[src/rtl/obstacle_scheduler.sv]
// obstacle_scheduler: spawns, scrolls and retires cactus obstacle slots for the runner game.
// Optional: define OBSTACLE_DIFFICULTY_RAMP_EN to shorten the spawn gap as spawns accumulate.
module obstacle_scheduler #(
    parameter int NUM_SLOTS = 3,
    parameter int X_W       = 11,
    parameter int SPAWN_X   = 640,
    parameter int OBJ_WIDTH = 26,
    parameter int MIN_GAP   = 150,
    parameter int INIT_GAP  = 64
) (
    input  logic                     clk,
    input  logic                     reset_n,
    input  logic                     tick,
    input  logic                     halt,
    input  logic                     restart,
    input  logic [7:0]               random,
    output logic [NUM_SLOTS-1:0]     slot_valid,
    output logic [NUM_SLOTS*X_W-1:0] slot_x,
    output logic [NUM_SLOTS*2-1:0]   slot_type,
    output logic                     spawn_pulse,
    output logic                     running,
    output logic                     overflow
);
    typedef enum logic [1:0] {IDLE, RUN, FROZEN} state_t;
    localparam logic [8:0]     MIN_G  = 9'(MIN_GAP);
    localparam logic [8:0]     INIT_G = 9'(INIT_GAP);
    localparam logic [X_W-1:0] NEW_X  = X_W'(SPAWN_X + OBJ_WIDTH);
    state_t                          state_q, state_d;
    logic [NUM_SLOTS-1:0]            valid_q, valid_d;
    logic [NUM_SLOTS-1:0][X_W-1:0]   x_q, x_d;
    logic [NUM_SLOTS-1:0][1:0]       type_q, type_d;
    logic [8:0]                      gap_q, gap_d;
    logic                            pulse_q, pulse_d;
    logic                            ovf_q, ovf_d;
    logic [8:0]                      reload;
    logic [1:0]                      new_type;
    logic                            placed;
    assign new_type = (random[1:0] == 2'd3) ? 2'd0 : random[1:0];
`ifdef OBSTACLE_DIFFICULTY_RAMP_EN
    localparam logic [8:0] HALF_G = 9'(MIN_GAP / 2);
    logic [7:0] cnt_q, cnt_d;
    logic [8:0] quarter, sub;
    assign quarter = {1'b0, cnt_q} >> 2;
    assign sub     = (quarter > HALF_G) ? HALF_G : quarter;
    assign reload  = MIN_G - sub + {3'b0, random[7:2]};
`else
    assign reload  = MIN_G + {3'b0, random[7:2]};
`endif
    always_comb begin
        state_d = state_q;
        valid_d = valid_q;
        x_d     = x_q;
        type_d  = type_q;
        gap_d   = gap_q;
        pulse_d = 1'b0;
        ovf_d   = ovf_q;
        placed  = 1'b0;
`ifdef OBSTACLE_DIFFICULTY_RAMP_EN
        cnt_d   = cnt_q;
`endif
        if (restart) begin
            state_d = RUN;
            valid_d = '0;
            x_d     = '0;
            type_d  = '0;
            gap_d   = INIT_G;
            ovf_d   = 1'b0;
`ifdef OBSTACLE_DIFFICULTY_RAMP_EN
            cnt_d   = '0;
`endif
        end else if (state_q == RUN && halt) begin
            state_d = FROZEN;
        end else if (state_q == RUN && tick) begin
            for (int i = 0; i < NUM_SLOTS; i++) begin
                if (valid_q[i]) begin
                    x_d[i] = x_q[i] - 1'b1;
                    if (x_q[i] == X_W'(1)) valid_d[i] = 1'b0;
                end
            end
            if (gap_q != '0) begin
                gap_d = gap_q - 9'd1;
            end else if (!(&valid_q)) begin
                // free-slot search uses pre-tick validity, so a slot retiring now is skipped
                for (int i = 0; i < NUM_SLOTS; i++) begin
                    if (!valid_q[i] && !placed) begin
                        placed     = 1'b1;
                        valid_d[i] = 1'b1;
                        x_d[i]     = NEW_X;
                        type_d[i]  = new_type;
                    end
                end
                gap_d   = reload;
                pulse_d = 1'b1;
`ifdef OBSTACLE_DIFFICULTY_RAMP_EN
                cnt_d   = (cnt_q == 8'hff) ? cnt_q : cnt_q + 8'd1;
`endif
            end else begin
                ovf_d = 1'b1;
            end
        end
    end
    always_ff @(posedge clk or negedge reset_n) begin
        if (!reset_n) begin
            state_q <= IDLE;
            valid_q <= '0;
            x_q     <= '0;
            type_q  <= '0;
            gap_q   <= INIT_G;
            pulse_q <= 1'b0;
            ovf_q   <= 1'b0;
        end else begin
            state_q <= state_d;
            valid_q <= valid_d;
            x_q     <= x_d;
            type_q  <= type_d;
            gap_q   <= gap_d;
            pulse_q <= pulse_d;
            ovf_q   <= ovf_d;
        end
    end
`ifdef OBSTACLE_DIFFICULTY_RAMP_EN
    always_ff @(posedge clk or negedge reset_n) begin
        if (!reset_n) cnt_q <= '0;
        else          cnt_q <= cnt_d;
    end
`endif
    assign slot_valid  = valid_q;
    assign slot_x      = x_q;
    assign slot_type   = type_q;
    assign spawn_pulse = pulse_q;
    assign running     = (state_q == RUN);
    assign overflow    = ovf_q;
endmodule

[config.mk]
export PLATFORM = sky130hd
export DESIGN_NAME = obstacle_scheduler
export DESIGN_NICKNAME = d
export VERILOG_FILES = /design/src/rtl/obstacle_scheduler.sv
export SDC_FILE = /design/constraint.sdc
export NUM_CORES = 1
export LEC_CHECK = 0
export CELL_PAD_IN_SITES_DETAIL_PLACEMENT = 0
export CELL_PAD_IN_SITES_GLOBAL_PLACEMENT = 1
export CORE_MARGIN = 3
export CORE_UTILIZATION = 31
export CTS_CLUSTER_DIAMETER = 40
export DETAILED_ROUTE_END_ITERATION = 12
export HOLD_SLACK_MARGIN = 0.05
export PLACE_DENSITY_LB_ADDON = 0.1
export SLEW_MARGIN = 5
export SYNTH_ARGS = -nofsm -noshare
export SYNTH_HDL_FRONTEND = slang
export SYNTH_SLANG_ARGS = --single-unit
export TNS_END_PERCENT = 20
[constraint.sdc]
create_clock -name clk -period 6.19 [get_ports clk]
set_input_delay 0.9285 -clock clk [delete_from_list [all_inputs] [get_ports clk]]
set_output_delay 0.9285 -clock clk [all_outputs]
set_load 0.005 [all_outputs]
Word-level counts from Yosys, hierarchy flattened
Index checks and enable logic that the tools add are counted.

Flip-flop bits (word level): 55. Input port bits: 13. Output and inout port bits: 45. Logic and storage cells: 110.

Add/subtract/negate cells: 5. Equality and inequality tests: 10. Multiplexer cells: 63. Reduce and logical (&&, ||, !) cells: 21.

Operator list (count): $mux 33 (5); $mux 11 (6); $mux 9 (5); $eq 11x1->1 const B (3); $sub 11x1->11 const B (3); $mux 1 (31); $mux 6 (5); $mux 3 (5); $reduce_and 5->1 (3); $mux 2 (6); $reduce_bool 2->1 (5); $add 8x6->9 const A (1); $reduce_bool 9->1 (1); $sub 9x1->9 const B (1); $ne 2x2->1 const B (4); $reduce_and 3->1 (2); $logic_and 1x1->1 (4); $logic_not 1->1 (4); $reduce_and 4->1 (1); $ne 3x3->1 const B (1); $eq 2x1->1 const B (1); $eq 2x2->1 const B (1); $reduce_and 2->1 (1).

Longest topological paths before layout
Gate-level depths: netlist of the first run.

Depth in word-level cells: 22. Depth in mapped cells: 8.

Least setup slack after synthesis of the first run
Ideal clock, no wire load.

Path type: input to register. From: input tick. To: register x_q, in the netlist slot_x[1]. Setup time: 0.104 ns. Arrival: 2.214 ns. Slack: 3.872 ns. Cell stages on the path: 5. Path through: nor4bb_1 -> clkbuf_1 -> buf_1 -> o21ai_0 -> a221oi_1.

Word-level cells in the longest chain between the ends: 3.

RTL lines: start, declared (RTL line 13) `input logic tick,`; $logic_and 1x1->1 (RTL line 73) `end else if (state_q == RUN && tick) begin`; $reduce_bool 2->1 (no line); $reduce_and 2->1 (no line); end signal, assigned (RTL line 106) `x_q <= '0;`; end signal, assigned (RTL line 114) `x_q <= x_d;`; end, declared (RTL line 30) `logic [NUM_SLOTS-1:0][X_W-1:0] x_q, x_d;`.

Every way passes these cells. A chain may end at the register's enable or synchronous reset.

Worst setup path after layout of the first run
From: input halt. To: register gap_q[6].

Word-level cells in the longest chain between the ends: 3.

RTL lines: start, declared (RTL line 14) `input logic halt,`; $logic_and 1x1->1 (RTL line 71) `end else if (state_q == RUN && halt) begin`; $ne 2x2->1 (no line); $reduce_and 3->1 (no line); end signal, assigned (RTL line 116) `gap_q <= gap_d;`; end, declared (RTL line 32) `logic [8:0] gap_q, gap_d;`.

Every way passes these cells.

==> implementation parameters, run 1 <==
Parameter                              Value

Run status
  Run status ... finished clean

Timing
  Unrepaired setup endpoints after global routing ... no
  Final cycle utilization of the critical path ... 58.0%
  Final min period ... 3.59 ns
  Worst Skew ... 0.00926 ns
  Maximum operating frequency ... 278 MHz
  Final number of setup-violating endpoints ... 0
  Slew margin rel. ... 41.1%
  Final hold violation count ... 0
  Slew at the pin closest to its max-slew limit ... 0.879 ns
  Number of pins exceeding their max-slew limit in the final report ... 0
  Sum Neg Setup Slack ... 0 ns

Global route
  Maximum number of pins on one net before global-route repair ... 56
  Total Routing Usage GR ... 16.8%
  Number of antenna violations at the first check in global routing ... 0
  First-pass GRT wire length ... 15700 um
  Remaining global-route overflow ... 0
  Number of global-route vias before repair ... 2900

Cells and area
  Growth of design area from synthesis to finish ... 24.0%
  Share of post-route cells with drive strength above 1 ... 5.30%
  NumNets Final ... 436
  Diodes inserted ... 0
  Most common cell after layout, fill and taps aside ... clkdlybuf4s50_1
  Commonest cells after routing, fill and taps aside ... clkdlybuf4s50_1 (56), dfrtp_1 (54), a21oi_1 (36)
  Total of fill cells in the finished design ... 1029

Placed design
  Placed wire-length estimate after detailed placement ... 6450 um
  Final RePlAce weighted congestion ... 0.762
  Count of port buffers added during placement ... 57

Pwr
  PD cells ... 179 mW/mm2
  Logic pwr share ... 16.3%
  Overall power consumption ... 726 uW
  NetSw ... 214 uW
  Portion of total power attributed to the clock network ... 31.8%
  Reg power frac ... 51.9%
  Leakage component of the power ... 0.00155 uW
  Share of total power consumed by net switching ... 29.5%
  Peak supply drop ... 0.0841 mV
  Internal power ... 512 uW

Die
  Die span in y ... 109 um
  Initial Util ... 32.7%
  Die area ... 0.0118 mm2
  Io pins ... 58
  Placeable Area ... 0.0100 mm2
  Row cnt ... 36
  Chip Width ... 109 um

Logic synthesis
  Seq/Total Area, Yosys ... 42.1%
  Number of standard cells after synthesis ... 369
  Synthesized area per cell ... 8.87 um2
  Yosys top cell area share ... 41.3%
  Number of storage elements in the synthesis netlist ... 55
  Syn. warnings ... 0
  Flip-flop cell with the highest count after synthesis ... dfrtp_1
  Count of flip-flops with a built-in enable after synthesis ... 0
  Synth Net Count ... 391
  Synthesized cell area ... 0.00327 mm2
  Post-synth cell types ... 56
  Ranking of synthesized cells by area ... dfrtp_1 (41%), a21oi_1 (5.5%), o21ai_0 (4.3%), ha_1 (3.4%), nand2_1 (3.1%)
  Cell type contributing the most total cell area after synthesis ... dfrtp_1
  Async set-reset flop share out of synthesis ... 100%

Setup path
  Required time of the critical path ... 6.44 ns
  Combined buffer and inverter count along the critical path ... 2
  Critical-path maximum fanout ... 21
  Cell-by-cell listing of the critical path ... clkdlybuf4s50_1, nand4bb_1, buf_4, nor2_1, o21ai_0, o32a_1
  Endpoint kind of the worst setup timing path ... register
  Dominant delay contributor by cell family on the critical path ... simple AND/OR/NAND/NOR gates
  Type of the setup path with the least slack ... primary input to register
  Max stage delay cell, worst path ... nand4bb_1
  Data arrival time at the worst-slack endpoint ... 3.84 ns
  Delay of the slowest critical-path stage ... 0.82 ns
  Type of origin of the critical path ... primary input

Drt
  Number of violations reported at the end of detailed-routing iteration 0 ... 172
  Vias per std cell ... 5.53
  Vias after detailed routing ... 3028
  First-pass iteration count of the detailed router ... 4
  Count of unresolved DRC violations after routing ... 0
  Average wire per standard cell ... 17.6 um
  Remaining antenna violation count after routing ... 0
  Total Routed Length ... 9650 um

Clocking
  Clk_lat worst skew ... 0.32 ns
  Max H-tree Level ... 2
  Root buffer selected by CTS ... clkbuf_8
  Post-cts resize count ... 0
  Clock-pin transition on the worst setup and hold timing paths ... 0.10 ns
  # hold bufs at CTS ... 0
  TritonCTS Sinks ... 55
  TritonCTS clock tree ... built
  CTS buffer count ... 5
  Post-CTS setup buffer count ... 0
  Bufs on Longest Clock Path ... 2

Worst hold path
  Worst hold path type ... register to register

Flow run
  Number of max-capacitance violations reported ... 0
cell usage after synthesis (all sizes together), types with 2 or more instances:
cell type,number
dfrtp,54
a21oi,36
o21ai,28
nand2,27
nor2,27
inv,19
clkbuf,16
nand3,13
a31oi,11
ha,9
nor3,9
buf,8
nor4,8
or3,8
nor4b,7
xnor2,6
xor2,6
nor2b,5
o21a,5
o32ai,5
nand3b,4
o31ai,4
or4,4
mux2i,3
nand2b,3
nand4,3
nand4b,3
nor3b,3
nor4bb,3
o211ai,3
o311ai,3
or4b,3
a2111oi,2
a221oi,2
a311oi,2
a41oi,2
and3,2
worst reg2reg max path, cell delays in order, from the launching register on:
cell,delay (ns)
dfrtp_1,0.46
nand4bb_1,0.80
buf_4,0.50
nor2_1,0.36
o21ai_0,0.33
o32a_1,0.41
cells by family (layout without fill, tap and decap cells):
family,after synthesis,count (layout),share of synthesized area [%]
multiplexers,3,3,0.917
AO/OA/AOI/OAI,110,110,20.9
flip-flops,55,55,42.1
buffers and inverters,43,89,5.27
XOR/XNOR,12,12,3.21
AND/OR/NAND/NOR,137,137,24.2
adder cells (fa/ha/maj),9,9,3.44
registers in the layout (all words and copies together), names as in the netlist:
signal	count
slot_x	33
gap_q	9
slot_type	6
slot_valid	3
state_q	2
overflow	1
spawn_pulse	1
power groups by stage:
stage,registers [uW],logic (uW),clock network [uW]
after floorplan,380,74.1,0
after global placement,383,119,0
after detailed placement,384,118,0
after CTS,377,118,239
after global routing,378,131,251
final,377,118,231
metal layers:
layer,up-vias,wire length [um],track usage [%]
met5,-,0,0
met4,0,69,3.34
met3,7,390,2.78
met2,68,4380,25.8
met1,1491,4810,24.9
li1,1462,-,-
worst paths after layout:
kind | startpoint | endpoint | slack [ns] | depth (start not counted)
max in group asynchronous | reset_n | slot_x[28] | 4.94 | 2
min in group asynchronous | reset_n | slot_x[20] | 0.75 | 2
setup / recovery | halt | gap_q[6] | 2.60 | 6
setup reg to reg | state_q[1] | gap_q[6] | 3.27 | 5
hold / removal | gap_q[1] | gap_q[1] | 0.55 | 2
hold reg to reg | gap_q[1] | gap_q[1] | 0.55 | 2
through the flow:
step | util, % | std cells | cell area (um2) | setup WS (ns) | hold WS (ns)
detailed placement | 39.6 | 540 | 3960 | 2.29 | 0.524
floorplan | - | 369 | 3270 | 3.87 | 0.476
global placement | 39.6 | 540 | 3960 | 2.40 | 0.513
CTS | 40.6 | 548 | 4060 | 2.64 | 0.551
global route | 40.6 | 548 | 4060 | 2.37 | 0.583
finish | 40.6 | 548 | 4060 | 2.60 | 0.546
cell type report:
cell class / instances / area [um2] / share of cell area [%]
multi-input cells: 271 / 1740 / 42.8
flip-flops and latches: 55 / 1380 / 33.9
inverters: 19 / 71.3 / 1.76
clock inverters: 1 / 7.51 / 0.185
repair buffers: 62 / 603 / 14.8
clock buffers: 7 / 96.3 / 2.37
well taps: 133 / 166 / 4.10
Power figures use the tool's default switching activity.
==> run 2: changes to the inputs <==
==> constraint.sdc (replaced) <==
create_clock -name clk -period 3.7 [get_ports clk]
set_input_delay 0.555 -clock clk [delete_from_list [all_inputs] [get_ports clk]]
set_output_delay 0.555 -clock clk [all_outputs]
set_load 0.005 [all_outputs]
==> run 2 against run 1 <==
Against the previous run:
- die area unchanged
- cell count is 1.3% higher
- global-route usage is 0.46 points higher
- clock power grew 48%
- combinational power rose by 70%
- first-iteration DRC count down 29%
==> implementation parameters, run 2 (synthesized netlist as in run 1, its figures left out) <==
Parameter                              Value

Setup path
  Endpoint kind of the worst setup timing path ... register
  Type of the setup path with the least slack ... register to register
  Critical-path maximum fanout ... 10 (-52%)
  Type of origin of the critical path ... register
  Data arrival time at the worst-slack endpoint ... 2.88 ns (-0.96 ns)
  Required time of the critical path ... 3.93 ns (-2.51 ns)

Timing
  Final min period ... 2.65 ns
  Final cycle utilization of the critical path ... 71.7%
  Worst hold slack after final layout ... 0.411 ns (-0.134 ns)
  Slew at the pin closest to its max-slew limit ... 1.03 ns (+0.153 ns)
  Worst Skew ... 0.00706 ns (-0.00220 ns)
  Final hold violation count ... 0 (unchanged)
  Final number of setup-violating endpoints ... 0 (unchanged)
  Slew margin rel. ... 31.2% (-9.9 points)
  Unrepaired setup endpoints after global routing ... no
  Sum Neg Setup Slack ... 0 ns (unchanged)
  Number of pins exceeding their max-slew limit in the final report ... 0 (unchanged)
  Maximum operating frequency ... 377 MHz

Placed design
  Cell count after placement ... 547 (+1.3%)
  Count of port buffers added during placement ... 57 (unchanged)
  Final RePlAce weighted congestion ... 0.839 (+10%)
  Placed wire-length estimate after detailed placement ... 6870 um (+6.5%)

Clocking
  Clk_lat worst skew ... 0.31 ns (about the same)
  Bufs on Longest Clock Path ... 2 (unchanged)
  TritonCTS Sinks ... 55 (unchanged)
  CTS buffer count ... 5 (unchanged)
  Root buffer selected by CTS ... clkbuf_8
  Post-CTS setup buffer count ... 0 (unchanged)
  Max H-tree Level ... 2 (unchanged)
  TritonCTS clock tree ... built
  Post-cts resize count ... 0 (unchanged)
  Clock-pin transition on the worst setup and hold timing paths ... 0.10 ns (about the same)
  # hold bufs at CTS ... 0 (unchanged)

Cells and area
  Share of post-route cells with drive strength above 1 ... 6.64% (+1.3 points)
  Diodes inserted ... 0 (unchanged)
  Commonest cells after routing, fill and taps aside ... clkdlybuf4s50_1 (56), dfrtp_1 (54), a21oi_1 (36)
  Storage cell area ... 0.00138 mm2 (unchanged)
  Most common cell after layout, fill and taps aside ... clkdlybuf4s50_1
  Final core utilization ... 41.0% (+0.34 points)
  Multi-input gate area in the final layout ... 0.00174 mm2 (unchanged)
  Fin cells ... 555 (+1.3%)
  Max FFs per register ... 33 (unchanged)
  NumNets Final ... 443 (+1.6%)
  Total of fill cells in the finished design ... 1048 (+1.8%)
  Growth of design area from synthesis to finish ... 25.1%

Die
  Row cnt ... 36 (unchanged)
  Io pins ... 58 (unchanged)
  Die span in y ... 109 um (unchanged)
  Placeable Area ... 0.0100 mm2 (unchanged)
  Die area ... 0.0118 mm2 (unchanged)
  Initial Util ... 32.7% (unchanged)
  Chip Width ... 109 um (unchanged)

Global route
  Maximum number of pins on one net before global-route repair ... 44 (-21%)
  Remaining global-route overflow ... 0 (unchanged)
  First-pass GRT wire length ... 16100 um (+2.6%)
  Number of global-route vias before repair ... 3020 (+4.1%)
  Number of antenna violations at the first check in global routing ... 0 (unchanged)
  Total Routing Usage GR ... 17.2% (+0.46 points)

Drt
  Vias after detailed routing ... 3035 (+0.23%)
  Number of violations reported at the end of detailed-routing iteration 0 ... 122 (-29%)
  First-pass iteration count of the detailed router ... 4 (unchanged)
  Remaining antenna violation count after routing ... 0 (unchanged)
  Average wire per standard cell ... 17.7 um (+0.62%)
  Total Routed Length ... 9830 um (+1.9%)
  Count of unresolved DRC violations after routing ... 0 (unchanged)
  Vias per std cell ... 5.47 (-1.0%)

Pwr
  PD cells ... 286 mW/mm2 (+60%)
  Leakage component of the power ... 0.00157 uW (+1.7%)
  Peak supply drop ... 0.157 mV (+87%)

Run status
  Run status ... finished clean

Flow run
  Number of max-capacitance violations reported ... 0 (unchanged)

Worst hold path
  Worst hold path type ... primary input to asynchronous set/reset pin
## run 2: cell count changes in the layout (fill, tap and decap cells not counted), sizes merged
cell,before,now
buf,6,13
clkinv,0,1
clkbuf,7,6
## run 2: critical path, cell delays in order, from the launching register on
cell     delay, ns
dfrtp_1       0.43
inv_1         0.07
ha_1          0.35
or4b_1        0.65
o32ai_1       0.74
o21ai_0       0.22
o31ai_1       0.10
## run 2: area by class of cell
| class | instances | area share, % |
|---|---|---|
| Clock buffer | 6 | 1.77 |
| Clock inverter | 2 | 0.306 |
| Inverter | 19 | 1.74 |
| Multi-Input combinational cell | 271 | 42.5 |
| Sequential cell | 55 | 33.6 |
| Tap cell | 133 | 4.06 |
| Timing Repair Buffer | 69 | 16.0 |
## run 2: metal layers
metal,vias to the layer above,global-route usage [%],part of all wire [%]
li1,1479,-,-
met1,1489,24.6,50
met2,55,26.9,45
met3,12,3.08,3.8
met4,0,4.60,1.2
met5,-,0,0
## run 2: worst paths after layout
| path | startpoint | end | slack [ns] | cells after the start |
|---|---|---|---|---|
| setup / recovery | gap_q[0] | gap_q[4] | 1.05 | 6 |
| hold / removal | reset_n | slot_x[14] | 0.41 | 1 |
| setup reg to reg | gap_q[0] | gap_q[4] | 1.05 | 6 |
| hold reg to reg | overflow | overflow | 0.53 | 2 |
| max in group asynchronous | reset_n | slot_type[3] | 2.52 | 2 |
| min in group clk | overflow | overflow | 0.53 | 2 |
## run 2: through the flow
| step | setup WS [ns] | instance area [um2] | total power, uW |
|---|---|---|---|
| 2_1_floorplan | 1.53 | 3270 | 760 |
| 3_3_place_gp | 1.09 | 4010 | 844 |
| 3_5_place_dp | 1.08 | 4010 | 844 |
| 4_1_cts | 1.04 | 4100 | 1190 |
| 5_1_grt | 0.906 | 4100 | 1230 |
| 6_report | 1.05 | 4100 | 1170 |
## run 2: power by group
part | internal, uW | switching [uW] | leakage, uW
clock network | 133 | 208 | 0.0000412
registers | 613 | 17.3 | 0.000758
logic | 76.9 | 124 | 0.000776
==> run 3: changes to the inputs <==
==> constraint.sdc (replaced) <==
create_clock -name clk -period 2.6 [get_ports clk]
set_input_delay 0.39 -clock clk [delete_from_list [all_inputs] [get_ports clk]]
set_output_delay 0.39 -clock clk [all_outputs]
set_load 0.005 [all_outputs]
==> run 3 against run 2 <==
Against the previous run:
- flip-flop and latch count stayed put
- via count is 2.8% higher
- die area is the same
- final area rose by 2.8%
- hold slack worse by 0.32 ns
==> implementation parameters, run 3 (synthesized netlist as in run 1, its figures left out) <==
Parameter                              Value

Global route
  Total Routing Usage GR ... 16.9% (-0.31 points)
  Remaining global-route overflow ... 0 (unchanged)
  Number of antenna violations at the first check in global routing ... 0 (unchanged)
  First-pass GRT wire length ... 15800 um (-1.6%)
  Maximum number of pins on one net before global-route repair ... 40 (-9.1%)
  Number of global-route vias before repair ... 3006 (-0.46%)

Setup path
  Count of cell instances traversed by the critical path ... 7 (+1)
  R2R depth ... 7 (+1)
  Combined buffer and inverter count along the critical path ... 2 (+1)
  Data arrival time at the worst-slack endpoint ... 2.59 ns (-0.29 ns)
  Max stage delay cell, worst path ... or4b_1
  Type of origin of the critical path ... register
  Worst r2r dst ... slot_x[7]
  Launch point of the worst path ... gap_q[0]
  Worst flop-to-flop path startpoint ... gap_q[0]
  Cell-by-cell listing of the critical path ... inv_1, ha_1, or4b_1, buf_4, nor3_1, o21ai_0, a21oi_1
  Critical-path maximum fanout ... 10 (unchanged)
  Dominant delay contributor by cell family on the critical path ... simple AND/OR/NAND/NOR gates
  Endpoint kind of the worst setup timing path ... register
  Type of the setup path with the least slack ... register to register
  Reg2reg setup slack ... 0.25 ns (-0.79 ns)
  Required time of the critical path ... 2.84 ns (-1.09 ns)
  Delay of the slowest critical-path stage ... 0.55 ns (-0.19 ns)
  Critical path destination ... slot_x[7]

Drt
  Total Routed Length ... 9720 um (-1.2%)
  Average wire per standard cell ... 17.3 um (-2.4%)
  First-pass iteration count of the detailed router ... 7 (+3)
  Count of unresolved DRC violations after routing ... 0 (unchanged)
  Remaining antenna violation count after routing ... 0 (unchanged)
  Vias after detailed routing ... 3119 (+2.8%)
  Vias per std cell ... 5.55 (+1.5%)
  Number of violations reported at the end of detailed-routing iteration 0 ... 115 (-5.7%)

Clocking
  Clock-pin transition on the worst setup and hold timing paths ... 0.10 ns (about the same)
  Root buffer selected by CTS ... clkbuf_8
  Bufs on Longest Clock Path ... 2 (unchanged)
  Post-CTS setup buffer count ... 0 (unchanged)
  TritonCTS Sinks ... 55 (unchanged)
  CTS buffer count ... 5 (unchanged)
  # hold bufs at CTS ... 0 (unchanged)
  TritonCTS clock tree ... built
  Post-cts resize count ... 0 (unchanged)
  Clk_lat worst skew ... 0.31 ns (about the same)
  Max H-tree Level ... 2 (unchanged)

Die
  Chip Width ... 109 um (unchanged)
  Placeable Area ... 0.0100 mm2 (unchanged)
  Die span in y ... 109 um (unchanged)
  Row cnt ... 36 (unchanged)
  Io pins ... 58 (unchanged)
  Initial Util ... 32.7% (unchanged)
  Die area ... 0.0118 mm2 (unchanged)

Cells and area
  Most common cell after layout, fill and taps aside ... clkdlybuf4s50_1
  Design area ... 0.00421 mm2 (+2.8%)
  Growth of design area from synthesis to finish ... 28.6%
  Share of post-route cells with drive strength above 1 ... 8.16% (+1.5 points)
  Diodes inserted ... 0 (unchanged)
  Max FFs per register ... 33 (unchanged)
  Commonest cells after routing, fill and taps aside ... clkdlybuf4s50_1 (56), dfrtp_1 (54), a21oi_1 (36)
  Fin cells ... 562 (+1.3%)
  NumNets Final ... 451 (+1.8%)

Timing
  Number of pins exceeding their max-slew limit in the final report ... 0 (unchanged)
  Worst Skew ... 0.00836 ns (+0.00130 ns)
  Sum Neg Setup Slack ... 0 ns (unchanged)
  Final hold violation count ... 0 (unchanged)
  Unrepaired setup endpoints after global routing ... no
  Maximum operating frequency ... 426 MHz (+13%)
  Slew margin rel. ... 56.8% (+26 points)
  Final number of setup-violating endpoints ... 0 (unchanged)
  Slew at the pin closest to its max-slew limit ... 0.647 ns (-0.385 ns)
  Final min period ... 2.35 ns (-0.306 ns)
  Final cycle utilization of the critical path ... 90.3% (+19 points)

Run status
  Run status ... finished clean

Worst hold path
  Worst hold path type ... primary input to asynchronous set/reset pin

Placed design
  Cell count after placement ... 555 (+1.5%)
  Final RePlAce weighted congestion ... 0.791 (-5.7%)
  Placed wire-length estimate after detailed placement ... 6920 um (+0.84%)
  Placement Cell Area ... 0.00411 mm2 (+2.4%)
  Count of port buffers added during placement ... 57 (unchanged)

Pwr
  PD cells ... 419 mW/mm2 (+46%)
  Leakage component of the power ... 0.00164 uW (+4.1%)
  Peak supply drop ... 0.297 mV (+89%)

Flow run
  Number of max-capacitance violations reported ... 0 (unchanged)
-- run 3: cell types whose count changed in the layout (fill, tap and decap cells not counted) --
cell | before | now
buf_4 | 12 | 17
buf_12 | 0 | 3
bufinv_16 | 0 | 1
clkinv_2 | 1 | 0
clkinvlp_4 | 1 | 0
-- run 3: cell type report --
type	count	area, um2
clock inverters	1	30.0
flip-flops and latches	55	1380
repair buffers	77	753
well taps	133	166
fillers	1052	5790
clock buffers	6	72.6
multi-input cells	271	1740
inverters	19	71.3
-- run 3: how the worst min path moves through the flow --
stage	from	end	slack [ns]	cells after the start
6_report	reset_n	slot_x[20]	0.09	1
2_1_floorplan	reset_n	gap_q[0]	0.09	0
3_5_place_dp	reset_n	slot_x[20]	0.45	1
4_1_cts	reset_n	slot_x[20]	0.10	1
5_1_grt	reset_n	slot_x[20]	0.13	1
3_3_place_gp	reset_n	slot_x[20]	0.45	1
-- run 3: worst reg2reg max path: cells and delay by family, from the launching register on --
family	cells	cell delay [ns]
buffers and inverters	2	0.27
flip-flops	1	0.43
adder cells (fa/ha/maj)	1	0.33
AO/OA/AOI/OAI	2	0.34
AND/OR/NAND/NOR	2	0.92
-- run 3: report_power, final --
group          switching, uW  internal [uW]
Sequential              23.9            873
Clock                    285            283
Combinational            177            123
Total                    485           1280
-- run 3: routing by layer --
metal  track usage [%]  vias up  share of wire, %
met3              2.55        7               4.4
li1                  -     1489                 -
met4              3.52        0              0.96
met1              24.8     1536                50
met5                 0        -                 0
met2              26.5       87                45
-- run 3: metrics by stage --
| step | hold slack [ns] | power (uW) | utilization, % | setup WS (ns) |
|---|---|---|---|---|
| floorplan | 0.0944 | 1080 | - | 0.430 |
| global placement | 0.453 | 1210 | 41.1 | 0.334 |
| detailed placement | 0.452 | 1210 | 41.1 | 0.261 |
| CTS | 0.103 | 1790 | 42.1 | 0.245 |
| global route | 0.126 | 1860 | 42.1 | 0.0132 |
| finish | 0.0941 | 1760 | 42.1 | 0.252 |
